==> src/rtl/cpu_multiciclo_param.sv <==
// Parametrised multi-cycle CPU core: FE/DE/EX/MA/WB sequencer, 8-entry register
// file with hard-wired r0, inline ALU with {N,Z,C,O} flags, ready-handshaked memory.
module cpu_multiciclo_param #(
    parameter int          BITS_DATA = 32,
    parameter int          BITS_ADDR = 16,
    parameter int unsigned RESET_PC  = 0
) (
    input  logic                 clk,
    input  logic                 reset,
    input  logic [BITS_DATA-1:0] MBR_R,
    input  logic                 ready,
    output logic [BITS_DATA-1:0] MBR_W,
    output logic [BITS_ADDR-1:0] MAR,
    output logic                 write,
    output logic                 halted,
    output logic                 illegal,
    output logic [3:0]           flags
);
    localparam int D = BITS_DATA;

    localparam logic [4:0] OP_ADD  = 5'd1;
    localparam logic [4:0] OP_SUB  = 5'd2;
    localparam logic [4:0] OP_AND  = 5'd3;
    localparam logic [4:0] OP_OR   = 5'd4;
    localparam logic [4:0] OP_XOR  = 5'd5;
    localparam logic [4:0] OP_SHL  = 5'd6;
    localparam logic [4:0] OP_SHR  = 5'd7;
    localparam logic [4:0] OP_ADDI = 5'd8;
    localparam logic [4:0] OP_LD   = 5'd9;
    localparam logic [4:0] OP_ST   = 5'd10;
    localparam logic [4:0] OP_BEQ  = 5'd11;
    localparam logic [4:0] OP_JMP  = 5'd12;
    localparam logic [4:0] OP_HLT  = 5'd13;

    typedef enum logic [2:0] {
        S_FE_0, S_FE_1, S_DE, S_EX, S_MA_0, S_MA_1, S_WB, S_HLT
    } state_t;

    state_t               r_state;
    state_t               w_state_next;
    logic [BITS_ADDR-1:0] r_pc;
    logic [BITS_ADDR-1:0] r_mar;
    logic [BITS_ADDR-1:0] r_ea;
    logic [D-1:0]         r_ir;
    logic [D-1:0]         r_a;
    logic [D-1:0]         r_b;
    logic [D-1:0]         r_result;
    logic [D-1:0]         r_mbr_w;
    logic [3:0]           r_flags;
    logic                 r_write;
    logic                 r_halted;
    logic                 r_illegal;
    logic [D-1:0]         r_gpr [1:7];

    logic [4:0]           w_op;
    logic [2:0]           w_rd;
    logic [2:0]           w_rs;
    logic [2:0]           w_rt;
    logic [BITS_ADDR-1:0] w_imm;
    logic [D-1:0]         w_sext;
    logic [D-1:0]         w_rs_val;
    logic [D-1:0]         w_rt_val;
    logic [D-1:0]         w_rd_val;
    logic [D-1:0]         w_opnd_b;
    logic [D:0]           w_sum;
    logic [D-1:0]         w_alu_res;
    logic                 w_alu_c;
    logic                 w_alu_o;
    logic                 w_is_alu;
    logic                 w_is_mem;
    logic                 w_is_illegal;

    assign w_op   = r_ir[D-1 -: 5];
    assign w_rd   = r_ir[D-6 -: 3];
    assign w_rs   = r_ir[D-9 -: 3];
    assign w_rt   = r_ir[D-12 -: 3];
    assign w_imm  = r_ir[BITS_ADDR-1:0];
    assign w_sext = {{(D-BITS_ADDR){w_imm[BITS_ADDR-1]}}, w_imm};

    assign w_is_alu     = (w_op >= OP_ADD) && (w_op <= OP_ADDI);
    assign w_is_mem     = (w_op == OP_LD) || (w_op == OP_ST);
    assign w_is_illegal = (w_op > OP_HLT);

    generate
        if (D > BITS_ADDR + 14) begin : g_spare_ir
            logic w_unused_ir;
            assign w_unused_ir = ^r_ir[D-15:BITS_ADDR];
        end
    endgenerate

    // r0 is not stored: every read port defaults to zero and only r1..r7 can match.
    always_comb begin
        w_rs_val = '0;
        w_rt_val = '0;
        w_rd_val = '0;
        for (int i = 1; i < 8; i++) begin
            if (w_rs == 3'(i)) w_rs_val = r_gpr[i];
            if (w_rt == 3'(i)) w_rt_val = r_gpr[i];
            if (w_rd == 3'(i)) w_rd_val = r_gpr[i];
        end
    end

    // Carry/borrow falls out of the extra top bit of the widened sum.
    always_comb begin
        w_opnd_b  = (w_op == OP_ADDI) ? w_sext : r_b;
        w_sum     = '0;
        w_alu_res = '0;
        w_alu_c   = 1'b0;
        w_alu_o   = 1'b0;
        case (w_op)
            OP_ADD, OP_ADDI: begin
                w_sum     = {1'b0, r_a} + {1'b0, w_opnd_b};
                w_alu_res = w_sum[D-1:0];
                w_alu_c   = w_sum[D];
                w_alu_o   = (r_a[D-1] == w_opnd_b[D-1]) && (w_alu_res[D-1] != r_a[D-1]);
            end
            OP_SUB: begin
                w_sum     = {1'b0, r_a} - {1'b0, r_b};
                w_alu_res = w_sum[D-1:0];
                w_alu_c   = w_sum[D];
                w_alu_o   = (r_a[D-1] != r_b[D-1]) && (w_alu_res[D-1] != r_a[D-1]);
            end
            OP_AND: w_alu_res = r_a & r_b;
            OP_OR:  w_alu_res = r_a | r_b;
            OP_XOR: w_alu_res = r_a ^ r_b;
            OP_SHL: w_alu_res = r_a << r_b[4:0];
            OP_SHR: w_alu_res = r_a >> r_b[4:0];
            default: ;
        endcase
    end

    always_ff @(posedge clk) begin
        if (reset) r_state <= S_FE_0;
        else       r_state <= w_state_next;
    end

    always_comb begin
        w_state_next = r_state;
        case (r_state)
            S_FE_0: w_state_next = S_FE_1;
            S_FE_1: if (ready) w_state_next = S_DE;
            S_DE:   w_state_next = S_EX;
            S_EX: begin
                if (w_is_alu)                            w_state_next = S_WB;
                else if (w_is_mem)                       w_state_next = S_MA_0;
                else if (w_op == OP_HLT || w_is_illegal) w_state_next = S_HLT;
                else                                     w_state_next = S_FE_0;
            end
            S_MA_0: w_state_next = S_MA_1;
            S_MA_1: if (ready) w_state_next = (w_op == OP_LD) ? S_WB : S_FE_0;
            S_WB:   w_state_next = S_FE_0;
            S_HLT:  w_state_next = S_HLT;
            default: w_state_next = S_FE_0;
        endcase
    end

    always_ff @(posedge clk) begin
        if (reset) begin
            r_pc      <= BITS_ADDR'(RESET_PC);
            r_mar     <= '0;
            r_ea      <= '0;
            r_ir      <= '0;
            r_a       <= '0;
            r_b       <= '0;
            r_result  <= '0;
            r_mbr_w   <= '0;
            r_flags   <= '0;
            r_write   <= 1'b0;
            r_halted  <= 1'b0;
            r_illegal <= 1'b0;
            for (int i = 1; i < 8; i++) r_gpr[i] <= '0;
        end else begin
            case (r_state)
                S_FE_0: begin
                    r_mar   <= r_pc;
                    r_write <= 1'b0;
                end
                S_FE_1: if (ready) begin
                    r_ir <= MBR_R;
                    r_pc <= r_pc + 1'b1;
                end
                S_DE: begin
                    r_a <= w_rs_val;
                    r_b <= (w_op == OP_ST || w_op == OP_BEQ) ? w_rd_val : w_rt_val;
                end
                S_EX: begin
                    if (w_is_alu) begin
                        r_result <= w_alu_res;
                        r_flags  <= {w_alu_res[D-1], (w_alu_res == '0), w_alu_c, w_alu_o};
                    end
                    if (w_is_mem) r_ea <= r_a[BITS_ADDR-1:0] + w_imm;
                    if ((w_op == OP_BEQ && r_b == r_a) || w_op == OP_JMP) r_pc <= w_imm;
                    if (w_op == OP_HLT || w_is_illegal) r_halted <= 1'b1;
                    if (w_is_illegal) r_illegal <= 1'b1;
                end
                S_MA_0: begin
                    r_mar <= r_ea;
                    if (w_op == OP_ST) begin
                        r_mbr_w <= w_rd_val;
                        r_write <= 1'b1;
                    end
                end
                S_MA_1: if (ready) begin
                    r_write <= 1'b0;
                    if (w_op == OP_LD) r_result <= MBR_R;
                end
                S_WB: if (w_rd != 3'd0) r_gpr[w_rd] <= r_result;
                default: ;
            endcase
        end
    end

    assign MBR_W   = r_mbr_w;
    assign MAR     = r_mar;
    assign write   = r_write;
    assign halted  = r_halted;
    assign illegal = r_illegal;
    assign flags   = r_flags;
endmodule

==> config.mk <==
export PLATFORM = sky130hd
export DESIGN_NAME = cpu_multiciclo_param
export DESIGN_NICKNAME = d
export VERILOG_FILES = /design/src/rtl/cpu_multiciclo_param.sv
export SDC_FILE = /design/constraint.sdc
export NUM_CORES = 1
export LEC_CHECK = 0
export ABC_AREA = 1
export ABC_CLOCK_PERIOD_IN_PS = 3780
export BUFFER_PORTS_ARGS = -buffer_cell sky130_fd_sc_hd__buf_2
export CAP_MARGIN = 20
export CORE_ASPECT_RATIO = 1.75
export CORE_MARGIN = 1
export CORE_UTILIZATION = 50
export CTS_CLUSTER_SIZE = 24
export DETAILED_ROUTE_END_ITERATION = 7
export PLACE_DENSITY = 0.67
export REMOVE_ABC_BUFFERS = 1
export SLEW_MARGIN = 20
export SYNTH_ARGS = -nofsm -noshare
export SYNTH_HDL_FRONTEND = slang
export SYNTH_SLANG_ARGS = --single-unit
export TNS_END_PERCENT = 30
==> constraint.sdc <==
create_clock -name clk -period 3.78 [get_ports clk]
set_input_delay 0.378 -clock clk [delete_from_list [all_inputs] [get_ports clk]]
set_output_delay 0.378 -clock clk [all_outputs]
set_load 0.03 [all_outputs]
* Yosys cells after proc, flatten, opt, wreduce, memory -nomap -nowiden *
Memories as Yosys holds them, arrays and structs flattened.
Index checks and enable logic that the tools add are counted.

operators by class
  add/subtract/negate cells = 4
  $mul = 0
  divide/modulo/power cells = 0
  magnitude comparators = 3
  equal/unequal tests = 52
  shift-type cells = 2
  mux-type cells = 53
  bitwise gates (word level) = 3
  reductions and logical operators = 27

operators by type and width
  kind                                                                   number
  32-bit 2-to-1 mux                                                      27
  32-bit case mux with 7 select lines                                    1
  16-bit case mux with 2 select lines                                    2
  32-bit case mux with 2 select lines                                    1
  3-bit equality test, second input constant                             16
  32-bit by 32-bit adder with 33-bit output                              1
  32-bit by 32-bit subtractor with 33-bit output                         1
  32-bit bitwise AND                                                     1
  32-bit equality test                                                   1
  32-bit logical NOT                                                     1
  16-bit 2-to-1 mux                                                      2
  32-bit bitwise OR                                                      1
  32-bit OR reduction                                                    1
  32-bit by 5-bit << shifter with 32-bit output                          1
  32-bit by 5-bit right shift with 32-bit output                         1
  32-bit XOR                                                             1
  5-bit by 4-bit equality test with 1-bit output, second input constant  6
  3-bit by 2-bit equality test with 1-bit output, second input constant  8
  3-bit case mux with 8 select lines                                     1
  3-bit 2-to-1 mux                                                       7
  5-bit by 3-bit equality test with 1-bit output, second input constant  4
  16-bit by 1-bit adder with 16-bit output, second input constant        1
  16-bit adder                                                           1
  2-bit AND reduction                                                    7
  other kinds (20)                                                       50

storage, ports and cells
  register bits = 218
  bits in latches = 0
  bits in writable memories = 224
  bits in read-only memories = 0
  input bits = 35
  output and inout port bits = 55
  memories = 1

memory list
  name   words  width  read ports  clocked after Yosys merged registers in  write ports  RTL line  source
  r_gpr  7      32     7           0                                        7            53        logic [D-1:0] r_gpr [1:7];

* Logic depth before layout (Yosys ltp) *
  word-level depth = 9
  gate-level depth with buffers = 27

* Worst setup path after synthesis *
Ideal clock, no wire load.

  path type = reg-to-reg
  start point = reg r_ir[27]
  end point = reg r_flags[2], in the netlist flags[2]
  library setup time = 0.071 ns
  arrival = 2.897 ns
  data required time = 3.709 ns
  path slack = 0.812 ns
  cell stages (with the launch flop) = 23
  path buffers = 2
  period minus slack after synthesis = 2.968 ns
  path through = dfxtp_1 buf_2 nor2_2 nand2_8 inv_2 nand2_1 clkbuf_1 o21ai_0 inv_1 ha_1 a21oi_1 nand2_1 nand2_1 nand3_1 a21oi_1 nand3_1 nand2_1 nor2_1 nor2_1 nand3_1 nor2_1 nand3_1 a21oi_1

between the ends
  cells in the longest elaborated chain, start to end = 5

RTL lines
  element                                         RTL line  source
  from (decl)                                     44        logic [D-1:0] r_ir;
  from (signal assigned)                          162       r_ir <= '0;
  from (signal assigned)                          179       r_ir <= MBR_R;
  5-bit by 4-bit equality test with 1-bit output  n/a
  32-bit 2-to-1 mux                               105       w_opnd_b = (w_op == OP_ADDI) ? w_sext : r_b;
  32-bit by 32-bit adder with 33-bit output       112       w_sum = {1'b0, r_a} + {1'b0, w_opnd_b};
  32-bit case mux with 7 select lines             110       case (w_op)
  32-bit logical NOT                              189       r_flags <= {w_alu_res[D-1], (w_alu_res == '0), w_alu_c, w_alu_o};
  to (signal assigned)                            189
  to (decl)                                       49        logic [3:0] r_flags;

Several ways; a longest one is shown, not always the timed one.
A chain may end at the register's enable or synchronous reset.

* Worst setup path after layout *
  start point = reg r_ir[31]
  end point = reg r_flags[2], in the netlist flags[2]

The elaborated chain is that of the path after synthesis.

==> impl_metrics.env <==
export IMPL_ir_worst_vdd_uv=495
export IMPL_fmax_mhz=275
export IMPL_synth_edf_count=224
export IMPL_start_util_pct=50.7
export IMPL_crit_buf_inv=2
export IMPL_post_cts_repair_setup_buffers=0
export IMPL_slowest_stage="ha_1"
export IMPL_rr_worst_depth=25
export IMPL_die_h_um=337
export IMPL_slew_headroom_pct=33.6
export IMPL_grtUsageMet2_pct=72.3
export IMPL_grt_start_max_net_pins=70
export IMPL_syn_inst=4777
export IMPL_wl_mm=143
export IMPL_drt_first_iter_violations=4085
export IMPL_h_tree_depth=2
export IMPL_cp_common_cell="nand2_1"
export IMPL_r2r_start="r_ir[31]"
export IMPL_synth_common_cells="981 x nand2_1, 634 x inv_1, 606 x nand3_1"
export IMPL_core_um2=63300
export IMPL_critical_path_required_ns=4.31
export IMPL_setup_tns_ns=0
export IMPL_cts_tree="yes"
export IMPL_grt_pass1_vias=32730
export IMPL_cellPowerDensity_nw_per_um2=349
export IMPL_reg2reg_slack_ns=0.15
export IMPL_crit_start="r_ir[31]"
export IMPL_final_layout_size_suffix_gt1_share_pct=8.99
export IMPL_grt_setup_unrepaired="yes"
export IMPL_cts_root_buf="clkbuf_16"
export IMPL_pin_count=90
export IMPL_ys_top_cells_by_area="edfxtp_1 21%, dfxtp_1 13%, nand2_1 11%"
export IMPL_die_x_um=194
export IMPL_fin_skew_ns=0.0152
export IMPL_finish_instance_area_um2=35700
export IMPL_cts_sinks=440
export IMPL_antenna_found_initial=3
export IMPL_synth_area_um2=32100
export IMPL_gp_congestion=1.13
export IMPL_critPathLaunchType="flip-flop"
export IMPL_grt_pass1_wl_mm=209
export IMPL_clk_pin_slew_ns=0.07
export IMPL_grtUsageTotal_pct=43.1
export IMPL_drv_cap=0
export IMPL_avgSynthCellArea_um2=6.73
export IMPL_status="complete, no violations"
export IMPL_fin_hold_ws_ns=0.0568
export IMPL_grt_ovfl_total=0
export IMPL_num_vias=34890
export IMPL_setup_viol=0
export IMPL_r2r_end="flags[2]"
export IMPL_dieArea_um2=65300
export IMPL_crit_type="reg2reg"
export IMPL_post_route_drc_count=0
export IMPL_use_met3_pct=7.29
export IMPL_cp_max_fo=12
export IMPL_cp_depth=25
export IMPL_post_drt_via_cell_ratio=6.12
export IMPL_hpwl_mm=112
export IMPL_num_rows=122
export IMPL_worst_slew_pin_slew_ns=0.994
export IMPL_synth_flop_cell="edfxtp_1"
export IMPL_synth_yosys_warnings=0
export IMPL_hold_viol=0
export IMPL_hold_path_class="in2reg"
export IMPL_postCtsHoldBufs=0
export IMPL_endpoint_kind="flip-flop"
export IMPL_synth_cell_type_count=57
export IMPL_arrival_ns=4.16
export IMPL_synth_most_common_cell="nand2_1"
export IMPL_detail_route_antenna_nets=0
export IMPL_port_buffer_count=89
export IMPL_postPlaceCellArea_um2=34100
export IMPL_syn2layout_area_growth_pct=11.0
export IMPL_p_leak_nw=15.6
export IMPL_drtPass1Iterations=6
export IMPL_met1_usage_pct=47.9
export IMPL_busiest_layer="met2"
export IMPL_synth_top_cell_by_area="edfxtp_1"
export IMPL_fin_nets=5050
export IMPL_cts_made_buffers=44
export IMPL_finalCritPeriodShare_pct=96.1
export IMPL_wl_per_cell_um=25.1
export IMPL_clockBufferDepth=3
export IMPL_clk_insertion_delay_late_ns=0.61
export IMPL_synthArstFlopShare_pct=0
export IMPL_period_needed_ns=3.63
export IMPL_drv_slew=0
export IMPL_critPathMaxStageDelay_ns=0.42
export IMPL_endpoint="flags[2]"
export IMPL_yosys_area_top_type_share_pct=20.9
export IMPL_cpLargestDelayFamily="simple AND/OR/NAND/NOR gates"
export IMPL_seq_area_frac_synth_pct=34.4
export IMPL_ys_ff_latch=440
## per-layer routing
metal  up-vias  part of all wire (%)
met1     16169                    35
met5         -                     0
met4         0                   9.4
met3       553                   8.5
li1      16196                     -
met2      1972                    47
## power by group
part           leakage [nW]  internal, mW  switching [mW]  total [mW]
clock                 0.744          2.67            2.05        4.72
sequential             4.06          5.15           0.122        5.27
combinational          10.8         0.687            1.78        2.47
total                  15.6          8.51            3.95        12.5
## worst reg2reg max path, stage by stage (launching register included)
cell	delay, ns
dfxtp_1	0.36
inv_2	0.08
nand2_2	0.06
nor2_4	0.16
nand2_8	0.10
nand2_1	0.08
o21ai_0	0.09
ha_1	0.42
nand2_1	0.08
nand2_1	0.09
inv_1	0.05
nand2_1	0.22
nand2_1	0.11
nand2_1	0.22
nand2_1	0.09
nand3_1	0.13
nand2_1	0.08
nor2_1	0.12
nand2_1	0.17
nor2_1	0.16
nand2_1	0.10
nor2_1	0.16
nand2_1	0.09
nor2_1	0.14
nand3_1	0.09
a21oi_1	0.12
## logic make-up after synthesis
logic type	share of synthesized area, %
AOI/OAI and AO/OA	17.8
xor gates and xnor gates	0.491
adders and majority gates	6.07
buffers and inverters	10.8
DFF	34.4
and+or+nand+nor	30.5
## cells in the final DEF, fill, tap and decap left out, types with 15 or more instances in the layout
| cell type | n |
|---|---|
| dfxtp_1 | 212 |
| xor2_1 | 15 |
| a31oi_1 | 16 |
| ha_1 | 151 |
| nand3_1 | 605 |
| buf_4 | 184 |
| edfxtp_1 | 224 |
| buf_2 | 88 |
| o211ai_1 | 48 |
| o221ai_1 | 45 |
| o21ai_0 | 294 |
| nor3_1 | 24 |
| inv_2 | 18 |
| nor2_1 | 565 |
| a21oi_1 | 363 |
| inv_1 | 632 |
| o2111ai_1 | 29 |
| clkbuf_16 | 46 |
| nand4_1 | 52 |
| nand2_1 | 979 |
| a221oi_2 | 17 |
| o22ai_1 | 107 |
## flip-flops by register name (all words and copies together) (netlist names)
name and cells:
r_gpr 224, r_ea 16, MAR 16, r_state 3
r_result 32, write 1, MBR_W 32, r_ir 30
r_a 32, r_pc 16, flags 4, illegal 1
r_b 32, halted 1
## final cells by class
cell class,instances,area [um2]
Fill cell,6366,27700
Multi-Input combinational cell,3441,17700
Sequential cell,440,11100
Inverter,655,2460
Timing Repair Buffer,279,1940
Clock buffer,60,1280
Tap cell,806,1010
Clock inverter,22,239
Antenna cell,2,5.00
## how the worst min path moves through the flow
stage / start / end / cells after the start
finish: MBR_R[10] / r_ir[10] / 3
global route: MBR_R[10] / r_ir[10] / 3
global placement: illegal / illegal / 2
CTS: MBR_R[10] / r_ir[10] / 3
detailed placement: illegal / illegal / 2
floorplan: r_ea[3] / r_ea[3] / 2
## per-stage QoR
stage	setup slack (ns)	cells	power, mW	utilization (%)
3_5_place_dp	0.163	5621	7.75	53.9
5_1_grt	-0.00518	5703	12.8	56.3
2_1_floorplan	-0.723	4536	6.73	-
4_1_cts	0.117	5703	12.4	56.3
3_3_place_gp	0.210	5621	7.74	53.9
6_report	0.149	5705	12.5	56.3
## timing repair
action                                  CTS  global route
resized for setup                         0             9
endpoints found under the hold margin     0             0
endpoints found under the setup margin    0             7
No activity file was read; power rests on OpenSTA's default activity.
